### config.mk
export PLATFORM = sky130hd
export DESIGN_NAME = controle_execucao
export DESIGN_NICKNAME = d
export VERILOG_FILES = /design/src/rtl/controle_execucao_pkg.sv /design/src/rtl/controle_execucao_ula.sv /design/src/rtl/controle_execucao.sv
export SDC_FILE = /design/constraint.sdc
export NUM_CORES = 1
export LEC_CHECK = 0
export CAP_MARGIN = 20
export CORE_MARGIN = 2
export CORE_UTILIZATION = 60
export CTS_CLUSTER_DIAMETER = 200
export CTS_CLUSTER_SIZE = 8
export DETAILED_ROUTE_END_ITERATION = 6
export GPL_TIMING_DRIVEN = 0
export HOLD_SLACK_MARGIN = 0.05
export PLACE_DENSITY = 0.84
export SETUP_SLACK_MARGIN = 0.5
export SKIP_CTS_REPAIR_TIMING = 1
export SLEW_MARGIN = 5
export SYNTH_ARGS = -nofsm -noshare
export SYNTH_HDL_FRONTEND = slang
export SYNTH_SLANG_ARGS = --single-unit
export TNS_END_PERCENT = 30
### constraint.sdc
create_clock -name clk -period 11.3 [get_ports clk]
set_clock_uncertainty 0.1 [all_clocks]
set_input_delay 2.825 -clock clk [delete_from_list [all_inputs] [get_ports clk]]
set_output_delay 2.825 -clock clk [all_outputs]
set_load 0.01 [all_outputs]
### src/rtl/controle_execucao_pkg.sv
// Shared definitions for the register-bank execution controller:
// opcodes, FSM state encoding, instruction field positions and sign-extension helpers.
package controle_execucao_pkg;

    typedef enum logic [2:0] {
        OP_LOAD    = 3'd0,
        OP_ADD     = 3'd1,
        OP_ADDI    = 3'd2,
        OP_SUB     = 3'd3,
        OP_SUBI    = 3'd4,
        OP_MUL     = 3'd5,
        OP_CLEAR   = 3'd6,
        OP_DISPLAY = 3'd7
    } opcode_t;

    typedef enum logic [2:0] {
        ST_OCIOSO  = 3'd0,
        ST_LEITURA = 3'd1,
        ST_EXECUTA = 3'd2,
        ST_ESCRITA = 3'd3,
        ST_LIMPEZA = 3'd4
    } estado_t;

    localparam int OP_MSB   = 15;
    localparam int OP_LSB   = 13;
    localparam int RD_MSB   = 12;
    localparam int RD_LSB   = 9;
    localparam int RS1_MSB  = 8;
    localparam int RS1_LSB  = 5;
    localparam int RS2_MSB  = 4;
    localparam int RS2_LSB  = 1;
    localparam int IMM5_MSB = 4;
    localparam int IMM9_MSB = 8;

    function automatic logic [15:0] sext5(input logic [4:0] v);
        return {{11{v[4]}}, v};
    endfunction

    function automatic logic [15:0] sext9(input logic [8:0] v);
        return {{7{v[8]}}, v};
    endfunction

endpackage

### src/rtl/controle_execucao_ula.sv
// Combinational ALU for the execution controller; immediates are sign-extended here.
module ula
    import controle_execucao_pkg::*;
(
    input  logic [2:0]  op,
    input  logic [15:0] a,
    input  logic [15:0] b,
    input  logic [8:0]  imm,
    output logic [15:0] res
);

    // Result select; DISPLAY passes the register read through on operand a
    always_comb begin
        res = 16'h0000;
        case (op)
            OP_LOAD:    res = sext9(imm);
            OP_ADD:     res = a + b;
            OP_ADDI:    res = a + sext5(imm[IMM5_MSB:0]);
            OP_SUB:     res = a - b;
            OP_SUBI:    res = a - sext5(imm[IMM5_MSB:0]);
            OP_MUL:     res = a * b;
            OP_CLEAR:   res = 16'h0000;
            OP_DISPLAY: res = a;
            default:    res = 16'h0000;
        endcase
    end

endmodule

### src/rtl/controle_execucao.sv
// Multi-cycle sequencer for the 16x16 register bank: accepts one instruction,
// reads operands, executes in the ALU and issues the bank write or clear.
module controle_execucao
    import controle_execucao_pkg::*;
#(
    parameter bit CLEAR_ON_RESET = 1'b1
) (
    input  logic        clk,
    input  logic        rst_n,
    input  logic        instr_valid,
    output logic        instr_ready,
    input  logic [15:0] instrucao,
    output logic [3:0]  mem_endereco_reg1,
    output logic [3:0]  mem_endereco_reg2,
    input  logic [15:0] mem_conteudo_reg1,
    input  logic [15:0] mem_conteudo_reg2,
    output logic [3:0]  mem_endereco_escrita,
    output logic [15:0] mem_conteudo_escrita,
    output logic        mem_enable,
    output logic        mem_ativar_clear,
    output logic [15:0] resultado,
    output logic        resultado_valido,
    output logic [2:0]  opcode_atual,
    output logic        ocupado
);

    estado_t     estado_r;
    estado_t     proximo_s;
    logic [15:0] instr_r;
    logic [15:0] op_a_r;
    logic [15:0] op_b_r;
    logic [15:0] res_r;
    logic [15:0] resultado_r;
    logic [3:0]  end1_r;
    logic [3:0]  end2_r;
    logic [15:0] ula_res_s;
    logic [2:0]  op_s;
    logic        grava_s;

    assign op_s = instr_r[OP_MSB:OP_LSB];

    ula u_ula (
        .op  (op_s),
        .a   (op_a_r),
        .b   (op_b_r),
        .imm (instr_r[IMM9_MSB:0]),
        .res (ula_res_s)
    );

    // Next-state decode
    always_comb begin
        proximo_s = estado_r;
        case (estado_r)
            ST_OCIOSO: begin
                if (instr_valid) begin
                    proximo_s = ST_LEITURA;
                end else begin
                    proximo_s = ST_OCIOSO;
                end
            end
            ST_LEITURA: begin
                if (op_s == OP_CLEAR) begin
                    proximo_s = ST_LIMPEZA;
                end else begin
                    proximo_s = ST_EXECUTA;
                end
            end
            ST_EXECUTA: proximo_s = ST_ESCRITA;
            ST_ESCRITA: proximo_s = ST_OCIOSO;
            ST_LIMPEZA: proximo_s = ST_OCIOSO;
            default:    proximo_s = ST_OCIOSO;
        endcase
    end

    // State, instruction latch, operand/result pipeline registers
    always_ff @(posedge clk) begin
        if (!rst_n) begin
            estado_r    <= ST_OCIOSO;
            instr_r     <= 16'h0000;
            op_a_r      <= 16'h0000;
            op_b_r      <= 16'h0000;
            res_r       <= 16'h0000;
            resultado_r <= 16'h0000;
            end1_r      <= 4'h0;
            end2_r      <= 4'h0;
        end else begin
            estado_r <= proximo_s;
            case (estado_r)
                ST_OCIOSO: begin
                    if (instr_valid) begin
                        instr_r <= instrucao;
                        // DISPLAY reads rd through port 1 so the ALU can pass it on
                        if (instrucao[OP_MSB:OP_LSB] == OP_DISPLAY) begin
                            end1_r <= instrucao[RD_MSB:RD_LSB];
                        end else begin
                            end1_r <= instrucao[RS1_MSB:RS1_LSB];
                        end
                        end2_r <= instrucao[RS2_MSB:RS2_LSB];
                    end
                end
                ST_LEITURA: begin
                    op_a_r <= mem_conteudo_reg1;
                    op_b_r <= mem_conteudo_reg2;
                end
                ST_EXECUTA: res_r       <= ula_res_s;
                ST_ESCRITA: resultado_r <= res_r;
                ST_LIMPEZA: resultado_r <= 16'h0000;
                default:    resultado_r <= resultado_r;
            endcase
        end
    end

    assign grava_s = (estado_r == ST_ESCRITA) && (op_s != OP_DISPLAY) && (op_s != OP_CLEAR);

    // Strobes are gated by rst_n so an in-flight write is dropped the moment reset asserts
    always_comb begin
        instr_ready      = rst_n && (estado_r == ST_OCIOSO);
        mem_enable       = rst_n && grava_s;
        resultado_valido = rst_n && ((estado_r == ST_ESCRITA) || (estado_r == ST_LIMPEZA));
        if (!rst_n) begin
            mem_ativar_clear = CLEAR_ON_RESET;
        end else begin
            mem_ativar_clear = (estado_r == ST_LIMPEZA);
        end
    end

    assign mem_endereco_reg1    = end1_r;
    assign mem_endereco_reg2    = end2_r;
    assign mem_endereco_escrita = instr_r[RD_MSB:RD_LSB];
    assign mem_conteudo_escrita = res_r;
    assign resultado            = resultado_r;
    assign opcode_atual         = op_s;
    assign ocupado              = (estado_r != ST_OCIOSO);

endmodule
==> impl_metrics.tcl <==
set metrics [dict create \
    grt.total_usage_pct 33.2 \
    cts.sinks 87 \
    synthCells 1146 \
    routed-via-count 8452 \
    viasPerCell 5.82 \
    gr-total-overflow 0 \
    yosysSeqAreaShare_pct 19.1 \
    finalSetupViolCount 0 \
    grt_pass1_wl_um 42600 \
    post-route-min-period_ps 7980 \
    dieArea_sq_mm 0.0162 \
    fp-row-count 45 \
    sw_frac_of_total_pct 36.0 \
    fmax_ghz 0.125 \
    regArea_sq_mm 0.00174 \
    grt_max_degree 18 \
    synth_nets 1348 \
    relSlewSlack_pct 24.9 \
    rsz0062_at_grt "false" \
    clockBufferDepth 2 \
    start_kind "primary input" \
    critPathBufInv 3 \
    n_antenna_cell 0 \
    total_power_w 0.00107 \
    routed_wl_um 25800 \
    p_leak_nw 4.63 \
    initial_core_util_pct 60.8 \
    status "completed" \
    seqPwrFrac_pct 32.2 \
    p_int_w 0.000687 \
    crit_path_max_incr_delay_ps 540 \
    setup_tns_ps 0 \
    syn_avg_cell_area_sq_um 7.98 \
    maxCapViolCount 0 \
    syn_area_sq_mm 0.00914 \
    power_frac_comb_pct 36.3 \
    clock-root-buffer "clkbuf_16" \
    final_cell_mix "nand2_1 (211), inv_1 (126), clkdlybuf4s50_1 (102)" \
    finish.net_count 1461 \
    postPlaceCellArea_sq_mm 0.0104 \
    grt_pass1_vias 8465 \
    peakVddDrop_v 0.0000702 \
    worst_path_max_delay_cell "clkdlybuf4s50_1" \
    gp_congestion 0.974 \
    worstPathCellList "clkdlybuf4s50_1 > nand2b_1 > nor2_1 > clkbuf_1 > and2_1 > clkdlybuf4s50_1" \
    layout.cells.most_common "nand2_1" \
    tritoncts "done" \
    design_area_sq_mm 0.0107 \
    worstPathMaxFanout 10 \
    synth_seq_cells 87 \
    critPathTopFamily "buffers and inverters" \
    area_growth_pct 17.4 \
    clock_latency_ps 350 \
    drive_gt1_share_pct 3.48 \
    hp-class "reg2reg" \
    fillers 1179 \
    path_common_cell "clkdlybuf4s50_1" \
    io_pins 103 \
    p_switching_w 0.000387 \
    portBuffers 102 \
    ys.flop_type "dfxtp_1" \
    htreeDepth 3 \
    clkPwrFrac_pct 31.5 \
    cp.required_ps 8380 \
    multiInputGateArea_sq_mm 0.00657 \
    hpwlAfterDp_um 20100 \
    worst_slew_pin_slew_ps 1120 \
    die_x_um 127 \
    yosysUniqueCellTypes 60 \
    critPathKind "in2out" \
    coreArea_sq_mm 0.0150 \
    cp.arrival_ps 5050 \
    clk_pin_slew_ps 70 \
    antenna_violating_nets_post_route 0 \
    final-hold-violation-count 0 \
    firstDrtPassIters 5 \
    min_period_over_period_pct 70.6 \
    drv_slew 0 \
    synth_edf_count 0 \
    synthArstFlopShare_pct 0 \
    cts_buffers 9 \
    ys_warn_count 0 \
    drc_errors 0 \
    cp-end-kind "primary output" \
    antenna_found_initial 0 \
    chipHeight_um 127 \
    wl_per_cell_um 17.8 \
    drtIter0Drc 699 \
    power.density_mw_per_mm2 100 \
]
==> worst register-to-register path: cells and delay by family (launching register included) <==
kind | cells | cell delay, ps
adders and majority gates | 6 | 2910
and+or+nand+nor | 3 | 480
AOI/OAI and AO/OA | 1 | 100
buffers and inverters | 4 | 1020
DFF | 1 | 310
xor gates and xnor gates | 5 | 1180
==> metal layers <==
| metal | global-route usage [%] | wire (um) |
|---|---|---|
| met5 | 0 | 0 |
| met4 | 14.4 | 1170 |
| met3 | 5.61 | 2350 |
| met2 | 55.1 | 12100 |
| met1 | 42.7 | 10300 |
==> final timing paths <==
path                             from                                    end  slack, ps  cells past startpoint
max reg2reg    op_b_r[4]$_SDFFE_PN0N_  mem_conteudo_escrita[15]$_SDFFE_PN0N_       5090                     19
min reg2reg  instr_r[11]$_SDFFE_PN0P_               instr_r[11]$_SDFFE_PN0P_        370                      2
min          instr_r[11]$_SDFFE_PN0P_               instr_r[11]$_SDFFE_PN0P_        370                      2
max                             rst_n                             mem_enable       3320                      6
==> cell type report <==
cell class | count | area share (%)
buffer | 83 | 3.37
clock buffer | 9 | 2.10
clock inverter | 7 | 1.05
inverter | 126 | 4.41
multi-input combinational | 850 | 61.2
sequential | 87 | 16.2
tap | 188 | 2.19
timing repair buffer | 102 | 9.51
==> registers in the layout (all words and copies together), names as in the netlist <==
signal	cells
mem_conteudo_escrita	16
op_b_r	16
mem_endereco_reg1	4
instr_r	16
resultado	16
op_a_r	16
estado_r	3
==> kinds of logic (layout without fill, tap and decap cells) <==
family          after synthesis  in the layout  share of synthesized area [%]
flops                        87             87                           19.1
simple gates                403            403                           20.2
fa+ha+maj                   151            151                           27.3
buf+inv                     209            327                           9.13
xor+xnor                     58             58                           5.71
mux                           8              8                          0.890
compound gates              230            230                           17.7
==> power groups by stage <==
stage	Combinational (W)	Clock, W	Sequential, W
6_report	0.000390	0.000339	0.000346
5_1_grt	0.000428	0.000353	0.000347
4_1_cts	0.000383	0.000341	0.000344
3_5_place_dp	0.000379	0	0.000351
3_3_place_gp	0.000375	0	0.000351
2_1_floorplan	0.000258	0	0.000346
==> synth_stat cells, drive strengths merged (6+ instances only) <==
| master | number | area [sq um] |
|---|---|---|
| and2 | 72 | 450 |
| mux2i | 7 | 70.1 |
| o221ai | 6 | 58.8 |
| a221oi | 8 | 70.1 |
| o211ai | 8 | 60.1 |
| nand3 | 8 | 40.0 |
| nor2 | 54 | 203 |
| o22ai | 6 | 37.5 |
| dfxtp | 87 | 1740 |
| o21ai | 40 | 200 |
| xnor2 | 43 | 377 |
| o21a | 6 | 45.0 |
| inv | 126 | 473 |
| o311ai | 6 | 70.1 |
| fa | 81 | 1620 |
| clkbuf | 62 | 233 |
| xor2 | 14 | 123 |
| ha | 70 | 876 |
| a31oi | 7 | 43.8 |
| a22o | 15 | 131 |
| buf | 21 | 129 |
| nor2b | 12 | 82.6 |
| nor3 | 20 | 100 |
| a21oi | 42 | 210 |
| nand2 | 211 | 792 |
| a21boi | 48 | 360 |
==> per-stage QoR <==
| step | hold slack [ps] | setup slack (ps) | cells | utilization [%] |
|---|---|---|---|---|
| floorplan | 341 | 4690 | 1146 | - |
| global placement | 351 | 3380 | 1436 | 69.2 |
| global route | 388 | 3160 | 1452 | 71.4 |
| detailed placement | 360 | 3330 | 1436 | 69.2 |
| finish | 371 | 3320 | 1452 | 71.4 |
| CTS | 369 | 3340 | 1452 | 71.4 |
Power figures use the tool's default switching activity.
